[config.mk]
export PLATFORM = sky130hd
export DESIGN_NAME = input_pixel_loader
export DESIGN_NICKNAME = d
export VERILOG_FILES = /design/src/rtl/pipeline_pkg.sv /design/src/rtl/sync_fifo.sv /design/src/rtl/input_pixel_loader.sv
export SDC_FILE = /design/constraint.sdc
export NUM_CORES = 1
export LEC_CHECK = 0
export CORE_UTILIZATION = 62
export DETAILED_ROUTE_END_ITERATION = 7
export PLACE_DENSITY = 0.95
export SLEW_MARGIN = 30
export SYNTH_ARGS = -nofsm -noshare
export SYNTH_HDL_FRONTEND = slang
export SYNTH_HIERARCHICAL = 1
export SYNTH_SLANG_ARGS = --single-unit
[constraint.sdc]
create_clock -name clock -period 3.7 [get_ports clock]
set_input_delay 0.37 -clock clock [delete_from_list [all_inputs] [get_ports clock]]
set_output_delay 0.37 -clock clock [all_outputs]
set_load 0.02 [all_outputs]
[src/rtl/pipeline_pkg.sv]
// Shared types and constants for the filter pipeline: pixel/word widths,
// the filter weight sum, and the loader FSM state encoding.
package pipeline_pkg;

  localparam int PIX_W      = 8;
  localparam int WORD_W     = 16;
  localparam int WEIGHT_SUM = 63;

  typedef enum logic [1:0] {
    IDLE,
    ACTIVE,
    STALL
  } state_t;

  // pix * WEIGHT_SUM as shift-subtract; 255*63 = 16065 fits in WORD_W bits.
  function automatic logic [WORD_W-1:0] scale_pix(input logic [PIX_W-1:0] pix);
    logic [WORD_W-1:0] w;
    w = {{(WORD_W-PIX_W){1'b0}}, pix};
    return (w << 6) - w;
  endfunction

endpackage

[src/rtl/sync_fifo.sv]
// Synchronous FIFO with wrap-bit pointers and registered full/empty flags.
// Read data is the head entry; a word written this cycle is never bypassed to the read side.
module sync_fifo #(
  parameter int DEPTH = 8,
  parameter int WIDTH = 8
) (
  input  logic             clock,
  input  logic             reset,
  input  logic             push,
  input  logic [WIDTH-1:0] wr_dat,
  input  logic             pop,
  output logic [WIDTH-1:0] rd_dat,
  output logic             full,
  output logic             empty
);

  localparam int AW = $clog2(DEPTH);
  localparam logic [AW:0] CNT_FULL = (AW+1)'(DEPTH);

  logic [WIDTH-1:0] mem [DEPTH];
  logic [AW:0]      wr_ptr, rd_ptr;
  logic [AW:0]      wr_ptr_nxt, rd_ptr_nxt, count_nxt;
  logic             do_push, do_pop;

  assign do_push = push && !full;
  assign do_pop  = pop && !empty;

  always_comb begin
    wr_ptr_nxt = wr_ptr + {{AW{1'b0}}, do_push};
    rd_ptr_nxt = rd_ptr + {{AW{1'b0}}, do_pop};
    count_nxt  = wr_ptr_nxt - rd_ptr_nxt;
  end

  always_ff @(posedge clock or posedge reset) begin
    if (reset) begin
      wr_ptr <= '0;
      rd_ptr <= '0;
      full   <= 1'b0;
      empty  <= 1'b1;
    end else begin
      wr_ptr <= wr_ptr_nxt;
      rd_ptr <= rd_ptr_nxt;
      full   <= (count_nxt == CNT_FULL);
      empty  <= (count_nxt == '0);
    end
  end

  always_ff @(posedge clock) begin
    if (do_push) begin
      mem[wr_ptr[AW-1:0]] <= wr_dat;
    end
  end

  assign rd_dat = mem[rd_ptr[AW-1:0]];

endmodule

[src/rtl/input_pixel_loader.sv]
// Pipeline front end: buffers pixels, scales by the weight sum (SCALE_EN) or passes them
// through zero-extended (SCALE_EN undefined), and emits them with valid/ready plus frame pulses.
module input_pixel_loader
  import pipeline_pkg::*;
#(
  parameter int DEPTH     = 8,
  parameter int FRAME_LEN = 64
) (
  input  logic              clock,
  input  logic              reset,
  input  logic [PIX_W-1:0]  DataIn,
  input  logic              StartIn,
  output logic              Full,
  output logic [WORD_W-1:0] DataOut,
  output logic              StartOut,
  input  logic              ReadyIn,
  output logic              FrameDone,
  output logic              Overflow
);

  localparam int CW = (FRAME_LEN > 1) ? $clog2(FRAME_LEN) : 1;
  localparam logic [CW-1:0] CNT_LAST = CW'(FRAME_LEN - 1);

  state_t            state_q, state_d;
  logic [PIX_W-1:0]  fifo_dat;
  logic              fifo_full, fifo_empty;
  logic              load, handshake;
  logic [WORD_W-1:0] scaled, data_q;
  logic [CW-1:0]     frame_cnt;
  logic              frame_done_q, overflow_q;

  sync_fifo #(
    .DEPTH (DEPTH),
    .WIDTH (PIX_W)
  ) u_fifo (
    .clock  (clock),
    .reset  (reset),
    .push   (StartIn),
    .wr_dat (DataIn),
    .pop    (load),
    .rd_dat (fifo_dat),
    .full   (fifo_full),
    .empty  (fifo_empty)
  );

`ifdef SCALE_EN
  assign scaled = scale_pix(fifo_dat);
`else
  assign scaled = {{(WORD_W-PIX_W){1'b0}}, fifo_dat};
`endif

  assign handshake = (state_q != IDLE) && ReadyIn;
  assign load      = !fifo_empty && ((state_q == IDLE) || ReadyIn);

  always_comb begin
    state_d = state_q;
    case (state_q)
      IDLE: begin
        if (load) state_d = ACTIVE;
      end
      ACTIVE, STALL: begin
        if (!ReadyIn)  state_d = STALL;
        else if (load) state_d = ACTIVE;
        else           state_d = IDLE;
      end
      default: state_d = IDLE;
    endcase
  end

  always_ff @(posedge clock or posedge reset) begin
    if (reset) state_q <= IDLE;
    else       state_q <= state_d;
  end

  // Output word clears to zero when the last word is taken with nothing behind it.
  always_ff @(posedge clock or posedge reset) begin
    if (reset) begin
      data_q <= '0;
    end else if (load) begin
      data_q <= scaled;
    end else if (handshake) begin
      data_q <= '0;
    end
  end

  always_ff @(posedge clock or posedge reset) begin
    if (reset) begin
      frame_cnt    <= '0;
      frame_done_q <= 1'b0;
    end else begin
      frame_done_q <= 1'b0;
      if (handshake) begin
        if (frame_cnt == CNT_LAST) begin
          frame_cnt    <= '0;
          frame_done_q <= 1'b1;
        end else begin
          frame_cnt <= frame_cnt + CW'(1);
        end
      end
    end
  end

  always_ff @(posedge clock or posedge reset) begin
    if (reset)                      overflow_q <= 1'b0;
    else if (StartIn && fifo_full)  overflow_q <= 1'b1;
  end

  assign Full      = fifo_full;
  assign DataOut   = data_q;
  assign StartOut  = (state_q != IDLE);
  assign FrameDone = frame_done_q;
  assign Overflow  = overflow_q;

endmodule

# Word level (Yosys, flattened, before mapping)
# Memory sizes are Yosys's and may differ from the RTL's.
# Cells that the tools add are included.
[op_classes] n_addsub=4 n_eq_ne=5 muxes=11 n_reduce_logical=13
[op_table] cell="$mux 16" n=2
[op_table] cell="$add 4x1->4" n=2
[op_table] cell="$add 6x1->6 const B" n=1
[op_table] cell="$eq 6x6->1 const B" n=1
[op_table] cell="$mux 6" n=1
[op_table] cell="$logic_and 1x1->1" n=5
[op_table] cell="$mux 1" n=5
[op_table] cell="$eq 4x4->1 const B" n=1
[op_table] cell="$logic_not 4->1" n=1
[op_table] cell="$mux 2" n=2
[op_table] cell="$pmux 2 s2" n=1
[op_table] cell="$reduce_bool 2->1" n=2
[op_table] cell="$sub 4x4->4" n=1
[op_table] cell="$eq 2x1->1 const B" n=1
[op_table] cell="$eq 2x2->1 const B" n=1
[op_table] cell="$logic_not 1->1" n=2
[op_table] cell="$logic_not 2->1" n=1
[op_table] cell="$ne 2x1->1 const B" n=1
[op_table] cell="$reduce_or 2->1" n=1
[op_table] cell="$logic_or 1x1->1" n=1
[totals] ff_bits=36 ramBits=64 input_bits=12 output_inout_bits=20 word_cells=43 mem_count=1
[memory_table] memory="u_fifo.mem" depth=8 word_bits=8 read_ports=1 rd_clocked_by_memory_dff=0 write_ports=1 line="sync_fifo.sv:20" text="logic [WIDTH-1:0] mem [DEPTH];"

# Logic depth before layout (Yosys ltp)
# Gate-level depths: netlist of the first run.
[logic_depth] ltp_word=7 depth_mapped=13 mapped_depth_nobuf=13

# Hierarchy
# The synthesis of the first run kept the hierarchy.
[by_module_without_submodules] mod="sync_fifo" instances=1 cells_each=144 area_per_inst_um2=3034.2 seq_area_each_um2=2173.3
[by_module_without_submodules] mod="input_pixel_loader" instances=1 cells_each=77 area_per_inst_um2=834.6 seq_area_each_um2=450.4

# Worst setup path before layout of the first run
# OpenSTA, ideal clock, no wires.
[synth_path] kind="register -> register" start="register state_q[0]" end="register u_fifo.empty" setup_ns=0.076 t_arrival_ns=2.449 required_time_ns=3.624 setup_slack_ns=1.175 stages_incl_launch_ff=14 n_path_buf=0 period_less_slack_ns=2.525 cell_sequence="dfrtp_1 inv_1 ha_1 nor2_1 nor2_2 nor2b_1 ha_1 ha_1 inv_1 ha_1 a21o_1 a21oi_1 xnor3_1 nor2b_1"
[synth_between] elab_chain_cells=7
[synth_rtl] item="from (decl)" line="input_pixel_loader.sv:24" text="state_t state_q, state_d;"
[synth_rtl] item="from (signal assigned)" line="input_pixel_loader.sv:72" text="else state_q <= state_d;"
[synth_rtl] item="$logic_not 2->1" line="input_pixel_loader.sv:53" text="assign load = !fifo_empty && ((state_q == IDLE) || ReadyIn);"
[synth_rtl] item="$logic_or 1x1->1" line="input_pixel_loader.sv:53"
[synth_rtl] item="$logic_and 1x1->1" line="input_pixel_loader.sv:53"
[synth_rtl] item="named net load" line="input_pixel_loader.sv:27" text="logic load, handshake;"
[synth_rtl] item="$logic_and 1x1->1" line="sync_fifo.sv:26" text="assign do_pop = pop && !empty;"
[synth_rtl] item="$add 4x1->4" line="sync_fifo.sv:30" text="rd_ptr_nxt = rd_ptr + {{AW{1'b0}}, do_pop};"
[synth_rtl] item="named net u_fifo.rd_ptr_nxt[1]" line="sync_fifo.sv:22" text="logic [AW:0] wr_ptr_nxt, rd_ptr_nxt, count_nxt;"
[synth_rtl] item="$sub 4x4->4" line="sync_fifo.sv:31" text="count_nxt = wr_ptr_nxt - rd_ptr_nxt;"
[synth_rtl] item="$logic_not 4->1" line="sync_fifo.sv:44" text="empty <= (count_nxt == '0);"
[synth_rtl] item="to (signal assigned)" line="sync_fifo.sv:44"
[synth_rtl] item="to (decl)" line="sync_fifo.sv:14" text="output logic empty"
# The timed path passes the listed nets, and every way through them passes these cells.
# A chain may end at the register's enable or synchronous reset.

# Final worst setup path of the first run
# Ends and elaborated chain as after synthesis.

==> flow_metrics.env, run 1 <==
export IMPL_r2r_slack_ps=820
export IMPL_start_util_pct=64.96
export IMPL_critPathMaxFanout=9
export IMPL_synth_edf_count=64
export IMPL_p_switching_mw=1.161
export IMPL_final_cell_mix="edfxtp_1, dfrtp_1, clkdlybuf4s50_1, mux4_1"
export IMPL_syn_inst=221
export IMPL_rsz0062_at_grt="false"
export IMPL_finClkSkew_ps=9.951
export IMPL_cts_buffers_inserted=9
export IMPL_die_w_um=80.99
export IMPL_first_iter_violations=134
export IMPL_gr_usage_all_layers_pct=22.14
export IMPL_post_drt_via_cell_ratio=5.892
export IMPL_ys_ff_latch=92
export IMPL_cp_start_kind="register"
export IMPL_cts_resized=0
export IMPL_multiInputGateArea_sq_um=1122
export IMPL_port_buffers=23
export IMPL_status="completed"
export IMPL_cts_buffer_depth=2
export IMPL_cts_tree="yes"
export IMPL_pwr_share_clk_pct=16.3
export IMPL_synth_ff_type="edfxtp_1"
export IMPL_ys_async_sr_fraction_pct=30.43
export IMPL_grt_max_degree=19
export IMPL_area_growth_syn_to_layout_pct=11.13
export IMPL_seq_area_sq_um=2624
export IMPL_place_congestion=0.7437
export IMPL_sequentialPowerShare_pct=44.6
export IMPL_slew_viol_final=0
export IMPL_p_leak_nw=1.630
export IMPL_die_area_sq_um=6559
export IMPL_ios=32
export IMPL_cp_required_ps=3980
export IMPL_clock_latency_ps=340
export IMPL_drt_total_wl_um=6505
export IMPL_finalPower_mw=3.480
export IMPL_grt_pass1_wl_um=10010
export IMPL_critical_path_cell_chain="inv_1 -> ha_1 -> nor2_1 -> nor2_2 -> nor2b_1 -> ha_1 -> ha_1 -> inv_1 -> ha_1 -> a21o_1 -> a21oi_1 -> xnor3_1 -> nor2b_1"
export IMPL_r2r_start="state_q[0]$_DFFE_PP0P_"
export IMPL_syn_avg_cell_area_sq_um=17.51
export IMPL_swShare_pct=33.36
export IMPL_cts_setup_buffers=0
export IMPL_drc=0
export IMPL_cts_max_level=3
export IMPL_clk_pin_slew_ps=80
export IMPL_power_density_cell_area_nw_per_um2=809.4
export IMPL_use_met3_pct=4.045
export IMPL_fin_crit_sh_pct=77.80
export IMPL_synth_area_sq_um=3869
export IMPL_path_class="reg -> reg"
export IMPL_critPathBufInv=2
export IMPL_fin_nets=274
export IMPL_min_period_ps=2879
export IMPL_num_rows=28
export IMPL_cpMaxStageDelayCell="dfrtp_1"
export IMPL_cap_violations=0
export IMPL_synth_cell_types=37
export IMPL_holdCritPathClass="in -> async"
export IMPL_met2_usage_pct=37.98
export IMPL_grt_overflow=0
export IMPL_critPathTopFamily="adder cells"
export IMPL_insertedDiodeCount=0
export IMPL_irDropWorstVdd_mv=0.5254
export IMPL_dp_hpwl_um=4381
export IMPL_antenna_found_initial=0
export IMPL_root_buffer="clkbuf_8"
export IMPL_gr_usage_met1_pct=27.36
export IMPL_grt_pass1_vias=1987
export IMPL_tns_ps=0
export IMPL_crit_cells=13
export IMPL_clkSinkCount=92
export IMPL_ys_seq_area_share_pct=67.82
export IMPL_hold_buffers=0
export IMPL_r2r_cells=13
export IMPL_drive_gt1_share_pct=10.89
export IMPL_layout_commonest_cell="edfxtp_1"
export IMPL_worstSetupEndpointType="register"
export IMPL_r2r_end="u_fifo/empty$_DFF_PP1_"
export IMPL_internal_power_mw=2.319
export IMPL_grt_busiest_layer="met2"
export IMPL_tightestPinTransition_ps=914.7
export IMPL_critPathMaxStageDelay_ps=390
export IMPL_yosysWarnings=6
export IMPL_crit_arrival_ps=3150
export IMPL_fill_cells=388
export IMPL_antenna_left=0
export IMPL_finalHoldViolCount=0
export IMPL_drt_pass1_iter_count=4
export IMPL_die_h_um=80.99
export IMPL_combPwrFrac_pct=39.1
export IMPL_num_vias=1956
export IMPL_fmax_mhz=347.4
export IMPL_setup_viol=0
export IMPL_fp_coreArea_sq_um=5956
export IMPL_wl_per_cell_um=19.59
export IMPL_relSlewSlack_pct=38.80
export IMPL_critPathMostFrequentCell="ha_1"
[stage by stage]
| step | setup slack (ps) | hold WS, ps | util [%] | cells | instance area, sq um |
|---|---|---|---|---|---|
| final | 821.4 | 320.7 | 72.18 | 332 | 4299 |
| after global routing | 629.5 | 359.8 | 72.18 | 332 | 4299 |
| after CTS | 824.7 | 320.3 | 72.18 | 332 | 4299 |
| after detailed placement | 629.4 | 485.4 | 69.41 | 316 | 4134 |
| after global placement | 760.1 | 446.8 | 69.41 | 316 | 4134 |
| after floorplan | 1175 | 209.5 | - | 228 | 3895 |
[power by group through the flow]
| stage | clock network [mW] | registers, mW | logic, mW |
|---|---|---|---|
| after CTS | 0.580 | 1.55 | 1.37 |
| after global routing | 0.630 | 1.58 | 1.46 |
| after floorplan | 0 | 1.54 | 0.985 |
| after global placement | 0 | 1.55 | 1.25 |
| after detailed placement | 0 | 1.57 | 1.34 |
| final | 0.569 | 1.55 | 1.36 |
[synthesized netlist by cell type (all sizes together) (3+ instances only)]
| cell type | number | area share [%] |
|---|---|---|
| nor2b | 4 | 0.65 |
| edfxtp | 64 | 50 |
| nor2 | 9 | 0.94 |
| ha | 10 | 3.2 |
| nand3 | 5 | 0.65 |
| xnor2 | 6 | 1.7 |
| buf | 12 | 2.7 |
| nor3 | 3 | 0.39 |
| a22o | 8 | 1.8 |
| mux4 | 16 | 11 |
| o21ai | 4 | 0.52 |
| nand2 | 11 | 1.1 |
| inv | 11 | 1.1 |
| mux2 | 8 | 2.3 |
| nand2b | 5 | 1.0 |
| dfrtp | 27 | 17 |
| a21oi | 3 | 0.39 |
[worst register-to-register path: stages, from the launching register on]
cell	delay, ps
dfrtp_1	390
inv_1	80
ha_1	270
nor2_1	90
nor2_2	290
nor2b_1	200
ha_1	190
ha_1	250
inv_1	70
ha_1	250
a21o_1	180
a21oi_1	170
xnor3_1	260
nor2b_1	140
[sequential cells by signal, summed over array words and instances, names as in the netlist]
register / flops
u_fifo/mem: 64
DataOut: 8
frame_cnt: 6
u_fifo/rd_ptr: 4
u_fifo/wr_ptr: 4
state_q: 2
FrameDone: 1
Overflow: 1
u_fifo/empty: 1
u_fifo/full: 1
[worst max-delay path by stage]
stage                            from                      to  slack, ps
2_1_floorplan  state_q[0]$_DFFE_PP0P_  u_fifo/empty$_DFF_PP1_       1170
3_3_place_gp                  ReadyIn  u_fifo/empty$_DFF_PP1_        760
3_5_place_dp                  ReadyIn  u_fifo/empty$_DFF_PP1_        630
4_1_cts        state_q[0]$_DFFE_PP0P_  u_fifo/empty$_DFF_PP1_        820
5_1_grt        state_q[1]$_DFFE_PP0P_  u_fifo/empty$_DFF_PP1_        630
6_report       state_q[0]$_DFFE_PP0P_  u_fifo/empty$_DFF_PP1_        820
[final cells by class]
class                   instances  share of cell area, %
flip-flops and latches         92                  61.03
multi-input cells             112                  26.11
repair buffers                 26                  5.879
clock buffers                  13                  3.463
well taps                      75                  2.183
inverters                      11                 0.9604
clock inverters                 3                 0.3783
[logic make-up (layout without fill, tap and decap cells)]
group                      after synthesis  in the layout  share of synthesized area (%)
DFF                                     92             92                          67.82
and+or+nand+nor                         41             41                          5.401
muxes                                   24             24                          13.20
buffers and inverters                   24             53                          3.848
AOI/OAI and AO/OA                       21             21                          3.848
adders and majority gates               10             10                          3.234
xor gates and xnor gates                 8              8                          2.555
other                                    1              8                        0.09693
[per-layer routing]
metal,vias up,share of wire [%]
met5,-,0
li1,898,-
met1,981,42
met2,68,53
met3,9,3.6
met4,0,1.4
No activity file was read; power rests on OpenSTA's default activity.
==> run 2: changes to the inputs <==
--- a/config.mk
+++ b/config.mk
@@ -5,9 +5,9 @@
 export SDC_FILE = /design/constraint.sdc
 export NUM_CORES = 1
 export LEC_CHECK = 0
-export CORE_UTILIZATION = 62
+export CORE_UTILIZATION = 52
 export DETAILED_ROUTE_END_ITERATION = 7
-export PLACE_DENSITY = 0.95
+export PLACE_DENSITY = 0.87
 export SLEW_MARGIN = 30
 export SYNTH_ARGS = -nofsm -noshare
 export SYNTH_HDL_FRONTEND = slang
==> constraint.sdc (replaced) <==
create_clock -name clock -period 2.3 [get_ports clock]
set_input_delay 0.23 -clock clock [delete_from_list [all_inputs] [get_ports clock]]
set_output_delay 0.23 -clock clock [all_outputs]
set_load 0.02 [all_outputs]
==> run 2 against run 1 <==
The flow now finishes with violations (negative setup slack). First-iteration DRC count up 19%. Clock skew grew 2.5 ps. Wire length is 5.7% higher. Combinational power is 91% higher. Global-route usage down 2.8 points. Critical path type unchanged.
==> flow_metrics.env, run 2 (same netlist as run 1, synthesis figures left out) <==
export IMPL_status="complete, but fails checks"
export IMPL_violations="negative setup slack"
export IMPL_num_vias=1987
export IMPL_grt_pass1_vias=2025
export IMPL_drt_total_wl_um=6874
export IMPL_cts_max_level=3
export IMPL_ios=32
export IMPL_final_cell_mix="edfxtp_1, dfrtp_1, clkdlybuf4s50_1, buf_4, mux4_1"
export IMPL_wl_per_cell_um=18.43
export IMPL_fp_coreArea_sq_um=7214
export IMPL_sequentialPowerShare_pct=39.0
export IMPL_path_class="reg -> reg"
export IMPL_setup_slack_ps=-5.985
export IMPL_utilization_pct=63.81
export IMPL_antenna_found_initial=0
export IMPL_root_buffer="clkbuf_8"
export IMPL_drc=0
export IMPL_fmax_mhz=433.7
export IMPL_post_place_ws_ps=-222.7
export IMPL_grt_max_degree=19
export IMPL_area_growth_syn_to_layout_pct=18.98
export IMPL_holdWs_ps=178.7
export IMPL_irDropWorstVdd_mv=0.4838
export IMPL_swShare_pct=31.99
export IMPL_place_congestion=0.8066
export IMPL_cp_start_kind="register"
export IMPL_cts_buffer_depth=2
export IMPL_cts_tree="yes"
export IMPL_largest_reg_flops=64
export IMPL_cap_violations=0
export IMPL_num_rows=31
export IMPL_min_period_ps=2306
export IMPL_fin_nets=291
export IMPL_fill_cells=502
export IMPL_relSlewSlack_pct=54.83
export IMPL_finalHoldViolCount=0
export IMPL_combPwrFrac_pct=41.7
export IMPL_dp_hpwl_um=4472
export IMPL_pwr_share_clk_pct=19.3
export IMPL_dpl_cell_area_sq_um=4310
export IMPL_first_iter_violations=160
export IMPL_crit_arrival_ps=2600
export IMPL_grt_pass1_wl_um=10450
export IMPL_gr_usage_all_layers_pct=19.35
export IMPL_clock_latency_ps=350
export IMPL_die_area_sq_um=7789
export IMPL_start_util_pct=53.62
export IMPL_die_h_um=88.26
export IMPL_design_area_sq_um=4603
export IMPL_worstSetupEndpointType="register"
export IMPL_tightestPinTransition_ps=676.8
export IMPL_p_leak_nw=1.762
export IMPL_insertedDiodeCount=0
export IMPL_rsz0062_at_grt="true"
export IMPL_holdCritPathClass="in -> async"
export IMPL_internal_power_mw=4.237
export IMPL_cp_required_ps=2590
export IMPL_slew_viol_final=0
export IMPL_post_drt_via_cell_ratio=5.327
export IMPL_die_w_um=88.26
export IMPL_critPathMaxFanout=2
export IMPL_grt_overflow=0
export IMPL_setup_viol=1
export IMPL_finClkSkew_ps=12.49
export IMPL_layout_commonest_cell="edfxtp_1"
export IMPL_drive_gt1_share_pct=21.17
export IMPL_hold_buffers=0
export IMPL_seq_area_sq_um=2624
export IMPL_drt_pass1_iter_count=4
export IMPL_power_density_cell_area_nw_per_um2=1353
export IMPL_cts_buffers_inserted=9
export IMPL_antenna_left=0
export IMPL_fin_crit_sh_pct=100.3
export IMPL_multiInputGateArea_sq_um=1204
export IMPL_port_buffers=23
export IMPL_p_switching_mw=1.993
export IMPL_clkSinkCount=92
export IMPL_clk_pin_slew_ps=80
export IMPL_finalPower_mw=6.230
==> run 2: changes by cell type in the layout (fill, tap and decap cells not counted), moves of 2 or more <==
cell	previous run	this run
inv_2	0	2
inv_1	11	8
buf_4	3	20
clkbuf_1	3	1
ha_4	0	4
ha_1	10	6
nor2_4	0	2
bufinv_16	0	2
==> run 2: stage by stage <==
step | std cells | TNS [ps]
after floorplan | 228 | -38.92
after global placement | 352 | -252.9
after detailed placement | 352 | -411.2
after CTS | 371 | -66.55
after global routing | 373 | -149.6
final | 373 | -5.985
==> run 2: power groups by stage <==
stage	Sequential (mW)	Combinational, mW	Clock, mW
finish	2.43	2.60	1.21
global route	2.47	2.79	1.31
CTS	2.43	2.53	1.23
floorplan	2.49	1.73	0
detailed placement	2.45	2.45	0
global placement	2.43	2.32	0
==> run 2: timing repair <==
item	in CTS	in global routing
endpoints found under the setup margin	2	2
buffers inserted	3	2
pin swaps	8	7
resized for setup	1	4
==> run 2: metal layers <==
metal  up-vias  track usage (%)  part of all wire [%]
met5         -                0                     0
met2        49            33.29                    52
met4         0            8.944                   2.0
met3         9            2.892                   3.1
met1       996            24.42                    43
li1        933                -                     -
==> run 2: area by class of cell <==
| class | count | share of cell area (%) |
|---|---|---|
| clock buffer | 12 | 3.370 |
| clock inverter | 4 | 1.577 |
| inverter | 11 | 0.9513 |
| multi-input combinational | 112 | 26.15 |
| sequential | 92 | 57.00 |
| tap | 99 | 2.691 |
| timing repair buffer | 43 | 8.263 |
==> run 2: worst max-delay path, stage by stage (launching register included) <==
cell and delay, ps:
dfrtp_1 380, inv_2 60, ha_4 170, nor2_4 90, nor2_4 40, nor2b_4 130
ha_4 170, ha_4 280, inv_4 40, ha_4 210, a21o_1 180, a21oi_2 130
xnor3_1 230, nor2b_1 140
==> run 2: final timing paths <==
path / end / from / slack, ps / cells past startpoint
setup / recovery: u_fifo/empty$_DFF_PP1_ / state_q[1]$_DFFE_PP0P_ / -6 / 13
hold / removal: u_fifo/wr_ptr[0]$_DFF_PP0_ / reset / 180 / 2
setup reg to reg: u_fifo/empty$_DFF_PP1_ / state_q[1]$_DFFE_PP0P_ / -6 / 13
hold reg to reg: Overflow$_DFFE_PP0P_ / Overflow$_DFFE_PP0P_ / 480 / 1
max in group asynchronous: frame_cnt[1]$_DFFE_PP0P_ / reset / 1570 / 2
min in group clock: Overflow$_DFFE_PP0P_ / Overflow$_DFFE_PP0P_ / 480 / 1
